==> config.mk <==
export PLATFORM = sky130hd
export DESIGN_NAME = clkdiv_prog
export DESIGN_NICKNAME = d
export VERILOG_FILES = /design/src/rtl/clkdiv_pkg.sv /design/src/rtl/clkdiv_edge_det.sv /design/src/rtl/clkdiv_prog.sv
export SDC_FILE = /design/constraint.sdc
export NUM_CORES = 1
export LEC_CHECK = 0
export BUFFER_PORTS_ARGS = -buffer_cell sky130_fd_sc_hd__buf_4
export CAP_MARGIN = 40
export CORE_ASPECT_RATIO = 1.1
export CORE_MARGIN = 4
export CORE_UTILIZATION = 60
export CTS_CLUSTER_SIZE = 10
export DETAILED_ROUTE_END_ITERATION = 8
export GPL_TIMING_DRIVEN = 1
export PLACE_DENSITY = 0.86
export SLEW_MARGIN = 20
export SYNTH_ARGS = -nofsm -noshare
export SYNTH_HDL_FRONTEND = slang
export SYNTH_SLANG_ARGS = --single-unit
==> constraint.sdc <==
create_clock -name fastclk -period 5.95 [get_ports fastclk]
set_input_delay 0.595 -clock fastclk [delete_from_list [all_inputs] [get_ports fastclk]]
set_output_delay 0.595 -clock fastclk [all_outputs]
set_load 0.005 [all_outputs]
==> src/rtl/clkdiv_pkg.sv <==
// clkdiv_pkg: shared types for the programmable slow-clock generator.
package clkdiv_pkg;

    typedef enum logic [1:0] {
        IDLE,
        HIGH,
        LOW
    } clkdiv_state_t;

    typedef enum logic [1:0] {
        MODE_RUN  = 2'b00,
        MODE_HALT = 2'b01,
        MODE_STEP = 2'b10
    } mode_t;

    // HALT and the unused encoding 2'b11 both park the clock.
    function automatic logic mode_is_halt(input logic [1:0] m);
        return (m == MODE_HALT) || (m == 2'b11);
    endfunction

endpackage

==> src/rtl/clkdiv_edge_det.sv <==
// clkdiv_edge_det: rising-edge detector for the step push button.
// With CLKDIV_STEP_SYNC_EN defined, the input first passes through a
// two-flop synchroniser; otherwise it must already be fastclk-synchronous.
module clkdiv_edge_det
    import clkdiv_pkg::*;
(
    input  logic clk_i,
    input  logic rst_ni,
    input  logic d_i,
    output logic rise_o
);

    logic d_s;
    logic prev_q;

`ifdef CLKDIV_STEP_SYNC_EN
    logic sync1_q, sync2_q;

    // Two-flop synchroniser for an asynchronous button input.
    always_ff @(posedge clk_i) begin
        if (!rst_ni) begin
            sync1_q <= 1'b0;
            sync2_q <= 1'b0;
        end else begin
            sync1_q <= d_i;
            sync2_q <= sync1_q;
        end
    end

    assign d_s = sync2_q;
`else
    assign d_s = d_i;
`endif

    // Previous sample, refreshed every cycle so stale edges never queue up.
    always_ff @(posedge clk_i) begin
        if (!rst_ni) prev_q <= 1'b0;
        else         prev_q <= d_s;
    end

    assign rise_o = d_s & ~prev_q;

endmodule

==> src/rtl/clkdiv_prog.sv <==
// clkdiv_prog: runtime-programmable clock divider with RUN/HALT/STEP modes.
// Optional macro CLKDIV_STEP_SYNC_EN adds a step-input synchroniser.
module clkdiv_prog
    import clkdiv_pkg::*;
#(
    parameter int          W       = 20,
    parameter logic [W-1:0] RST_DIV = W'(1) << (W - 1)
) (
    input  logic         fastclk,
    input  logic         nreset,
    input  logic [W-1:0] div,
    input  logic [1:0]   mode,
    input  logic         step,
    output logic         clk,
    output logic         tick,
    output logic         halted
);

    clkdiv_state_t state_q;
    logic [W-1:0]  cnt_q;
    logic [W-1:0]  div_q;
    logic          clk_q, tick_q, halted_q;

    logic          step_rise;
    logic          phase_end;
    logic          go_high_d, go_low_d, go_idle_d;
    logic [W-1:0]  div_eff;

    clkdiv_edge_det u_step_det (
        .clk_i  (fastclk),
        .rst_ni (nreset),
        .d_i    (step),
        .rise_o (step_rise)
    );

    assign phase_end = (cnt_q == div_q - 1'b1);
    assign div_eff   = (div == '0) ? W'(1) : div;

    // Transition decode; a high phase is only ever left at its natural end.
    always_comb begin
        go_high_d = 1'b0;
        go_low_d  = 1'b0;
        go_idle_d = 1'b0;
        case (state_q)
            IDLE: go_high_d = (mode == MODE_RUN) ||
                              ((mode == MODE_STEP) && step_rise);
            HIGH: go_low_d  = phase_end;
            LOW: begin
                if (mode_is_halt(mode))  go_idle_d = 1'b1;
                else if (phase_end) begin
                    if (mode == MODE_RUN) go_high_d = 1'b1;
                    else                  go_idle_d = 1'b1;
                end
            end
            default: go_idle_d = 1'b1;
        endcase
    end

    // State, phase counter and registered outputs; divisor latched per period.
    always_ff @(posedge fastclk) begin
        if (!nreset) begin
            state_q  <= IDLE;
            cnt_q    <= '0;
            div_q    <= RST_DIV;
            clk_q    <= 1'b0;
            tick_q   <= 1'b0;
            halted_q <= 1'b1;
        end else begin
            tick_q <= 1'b0;
            if (go_high_d) begin
                state_q  <= HIGH;
                div_q    <= div_eff;
                cnt_q    <= '0;
                clk_q    <= 1'b1;
                tick_q   <= 1'b1;
                halted_q <= 1'b0;
            end else if (go_low_d) begin
                state_q  <= LOW;
                cnt_q    <= '0;
                clk_q    <= 1'b0;
            end else if (go_idle_d) begin
                state_q  <= IDLE;
                cnt_q    <= '0;
                clk_q    <= 1'b0;
                halted_q <= 1'b1;
            end else if (state_q != IDLE) begin
                cnt_q <= cnt_q + 1'b1;
            end
        end
    end

    assign clk    = clk_q;
    assign tick   = tick_q;
    assign halted = halted_q;

endmodule

# Word-level counts from Yosys, hierarchy flattened
# Index checks and enable logic that the tools add are counted.
[classes] n_reduce_logical=14 muxes=20 eq_ne=7 add_sub_neg=2 bitwise_logic=3
[op_table] op="20-bit by 1-bit adder with 20-bit output (second input constant)" count=1
[op_table] op="20-bit == test" count=1
[op_table] op="20-bit zero test" count=1
[op_table] op="20-bit two-way mux" count=1
[op_table] op="20-bit by 1-bit subtractor with 20-bit output (second input constant)" count=1
[op_table] op="1-bit two-way mux" count=15
[op_table] op="2-bit == test (second input constant)" count=3
[op_table] op="2-bit nonzero test" count=3
[op_table] op="2-bit by 1-bit == test with 1-bit output (second input constant)" count=2
[op_table] op="2-bit zero test" count=2
[op_table] op="2-bit two-way mux" count=2
[op_table] op="1-bit case mux with 2 select lines" count=2
[op_table] op="2-bit OR reduction" count=2
[op_table] op="4-bit OR reduction" count=1
[op_table] op="3-bit nonzero test" count=1
[op_table] op="1-bit logical OR" count=2
[op_table] op="2-bit inequality test (second input constant)" count=1
[op_table] op="1-bit NOT" count=2
[op_table] op="2-bit AND reduction" count=1
[op_table] op="1-bit AND" count=1
[op_table] op="1-bit logical AND" count=1
[word_totals] ff_bits=46 in_bits=25

# Logic depth before layout (Yosys ltp)
[logic_depth] ltp_word=8 ltp_mapped=11 ltp_nobuf=10

# Modules after synthesis
# From an unflattened synthesis, not the netlist that was laid out.
[unflattened] hier_cells=311 area_unflattened_um2=2791.4
[modules_own_cells] mod="clkdiv_prog" seq_area_each_um2=880.8 cells_per_inst=308 area_per_inst_um2=2751.4 instances=1
[modules_own_cells] mod="clkdiv_edge_det" seq_area_each_um2=20.0 cells_per_inst=3 area_per_inst_um2=40.0 instances=1

# Worst setup path before layout
# Ideal clock, no wire load.
[synth_timing] path_kind="reg2reg" startpoint="register div_q[0]" endpoint="register div_q[13]" t_required_ns=5.833 period_less_slack_ns=3.429 setup_time_ns=0.117 arrival_time_ns=3.312 path_slack_ns=2.521 path_stages_with_launch=12 cell_sequence="dfxtp_1 > inv_1 > ha_1 > or3b_2 > or3_4 > a2111oi_4 > nand3_1 > a2111o_1 > or4_4 > o21a_1 > buf_6 > a32o_1"
[synth_via] elab_chain_len=5
[synth_lines] element="start, declared" line="clkdiv_prog.sv:21" rtl="logic [W-1:0] div_q;"
[synth_lines] element="start signal, assigned" line="clkdiv_prog.sv:72" rtl="div_q <= div_eff;"
[synth_lines] element="20-bit by 1-bit subtractor with 20-bit output" line="clkdiv_prog.sv:36" rtl="assign phase_end = (cnt_q == div_q - 1'b1);"
[synth_lines] element="20-bit == test" line="clkdiv_prog.sv:36"
[synth_lines] element="1-bit two-way mux" line="clkdiv_prog.sv:50" rtl="else if (phase_end) begin"
[synth_lines] element="1-bit two-way mux" line="clkdiv_prog.sv:49" rtl="if (mode_is_halt(mode)) go_idle_d = 1'b1;"
[synth_lines] element="1-bit case mux with 2 select lines" line="clkdiv_prog.sv:44" rtl="case (state_q)"
# Every way passes these cells.
# A chain may end at the register's enable or synchronous reset.

# Final worst setup path
[layout_timing] startpoint="register div_q[0]" endpoint="register div_q[18]"
# Same word-level chain as after synthesis.

==> results.json <==
{
  "critical_path_class": "flip-flop to flip-flop",
  "ir_worst_vdd_mv": 0.210,
  "syn2layout_area_growth_pct": 11.0,
  "status": "complete, no violations",
  "min_period_over_period": 0.641,
  "holdPathStages": 2,
  "portBuffers": 27,
  "htreeDepth": 2,
  "grt_antenna_before_repair": 0,
  "layout_common_cells": "45 x dfxtp_1, 33 x nor2_1, 27 x buf_4",
  "die_h_um": 77.2,
  "yosys_warnings": 0,
  "synth_nets": 314,
  "ctsResizeCount": 0,
  "fmax_mhz": 262,
  "power.density_mw_per_mm2": 245,
  "fin_setup_tns_ns": 0,
  "fp.dieW_um": 70.9,
  "power_w": 0.000712,
  "dr.pass1.iters": 4,
  "setup_violations": 0,
  "netlist_area_sq_mm": 0.00262,
  "rows": 24,
  "critPathMaxFanout": 20,
  "hold_slack_ns": 0.473,
  "cts_tree": "done",
  "synth_cell_types": 54,
  "min_period_ns": 3.82,
  "synth_flop_cell": "dfxtp_1",
  "ys_ff_latch": 45,
  "ys_seq_area_frac": 0.344,
  "wire_per_inst_um": 15.6,
  "cts_buffer_depth": 2,
  "netlist_instances": 287,
  "critPathCaptureType": "flip-flop",
  "die_area_sq_mm": 0.00548,
  "final_hold_viol_count": 0,
  "io_pins": 28,
  "clk_latency_ns": 0.29,
  "holdBufCountCts": 0,
  "synth_enable_flop_cells": 0,
  "dp.cells": 351,
  "p_leak_nw": 1.07,
  "drv_cap": 0,
  "worst_pin_slew_ns": 0.659,
  "drv_slew": 0,
  "gp_congestion": 0.855,
  "n_antenna_cell": 0,
  "start_util": 0.640,
  "drt-total-wl_um": 5590,
  "final_common_cell": "dfxtp_1",
  "clkTransAtPathRegs_ns": 0.08,
  "overflow": 0,
  "nNetsFinal": 333,
  "post_cts_buffers": 0,
  "r2r_cells": 10,
  "core_region_area_sq_mm": 0.00408,
  "grt_pass1_vias": 2076,
  "vias": 2221,
  "grt_pass1_wl_um": 9790,
  "syn_area_per_cell_sq_um": 9.11,
  "ant_nets": 0,
  "clock_sinks": 45,
  "skew_ns": 0.00442,
  "drc": 0,
  "critPathArrivalTime_ns": 4.00,
  "layout-drive-gt1-share": 0.160,
  "via_per_inst": 6.19,
  "grt_start_max_net_pins": 29,
  "n_fill_cell": 359,
  "grt_util_all_layers": 0.217,
  "async_flop_share": 0,
  "rsz0062_at_grt": "false",
  "fin_cells": 359,
  "slew-limit-headroom": 0.561,
  "dp_hpwl_um": 4160,
  "cts-root-buf": "clkbuf_8",
  "worstPathRequired_ns": 6.14,
  "drt_iter0_markers": 102,
  "fin_util": 0.710,
  "cts_buffers": 5,
  "hold_class": "flip-flop to flip-flop",
  "startpoint_type": "flip-flop"
}
[layout make-up]
type                       instances  area [sq um]  share of cell area
timing repair buffer              27           203              0.0699
clock inverter                     1          30.0              0.0103
inverter                           9          33.8              0.0116
sequential                        45           901               0.310
clock buffer                       7          86.3              0.0298
multi-input combinational        218          1580               0.545
tap                               52          65.1              0.0224
[worst max-delay path, stage by stage (launching register included)]
cell	delay, ns
dfxtp_1	0.36
inv_1	0.07
ha_1	0.20
or3b_2	0.53
or3_4	0.42
a2111oi_4	0.36
nand3_1	0.11
a2111o_1	0.29
or4_4	0.60
o21a_1	0.44
a32o_1	0.32
[layer usage]
layer / track usage / part of all wire
met5: 0 / 0
met3: 0.0444 / 0.048
met2: 0.341 / 0.48
met1: 0.297 / 0.46
met4: 0.0658 / 0.012
[synth_stat cells (2+ instances only)]
cell	count	area [sq um]
mux2i_1	7	70.1
nor2b_1	3	18.8
a32o_1	20	200
nand3_1	13	65.1
inv_1	9	33.8
dfxtp_1	45	901
o41ai_1	2	17.5
nor2_1	33	124
or4_4	2	22.5
or2_2	2	12.5
or4b_2	2	20.0
nand4_1	9	56.3
xnor2_1	18	158
o2bb2ai_1	2	17.5
a21boi_0	2	15.0
and2_1	3	18.8
nor4_1	11	68.8
or4_1	2	15.0
and3_1	5	31.3
o21a_1	2	15.0
nand2b_1	3	18.8
nor3_1	4	20.0
o31ai_1	2	15.0
clkbuf_1	9	33.8
nor4_2	2	25.0
nor3b_1	5	37.5
ha_1	2	25.0
buf_6	5	56.3
nand2_1	16	60.1
nand3b_1	2	15.0
xor2_1	22	193
[cell families (layout without fill, tap and decap cells)]
kind of cell,after synthesis,count (layout),share of synthesized area
xor gates and xnor gates,40,40,0.134
DFF,45,45,0.344
muxes,8,8,0.0311
adders and majority gates,2,2,0.00957
AOI/OAI and AO/OA,44,44,0.166
buffers and inverters,24,44,0.0502
and+or+nand+nor,124,124,0.265
[state kept, by name (all words and copies together), names as in the netlist]
name / cells
state_q: 2
tick: 1
cnt_q: 20
div_q: 20
halted: 1
u_step_det.prev_q: 1
[power by group]
part           switching [W]  total (W)  internal, W
Combinational      0.0000777   0.000146    0.0000684
Clock              0.0000977   0.000235     0.000137
Sequential         0.0000182   0.000331     0.000313
Total               0.000194   0.000712     0.000518
[path summary, 6_finish.rpt]
| path | to | start | slack (ns) |
|---|---|---|---|
| worst max-delay path | div_q[18] | div_q[0] | 2.13 |
| worst min-delay path | div_q[19] | div_q[19] | 0.47 |
| worst max register to register | div_q[18] | div_q[0] | 2.13 |
| worst min register to register | div_q[19] | div_q[19] | 0.47 |
[stage by stage]
stage,cell area [sq um],setup WS (ns)
4_1_cts,2900,2.14
3_3_place_gp,2790,2.28
2_1_floorplan,2620,2.52
6_report,2900,2.13
3_5_place_dp,2790,2.20
5_1_grt,2900,1.94
(Power assumes the default switching activity.)
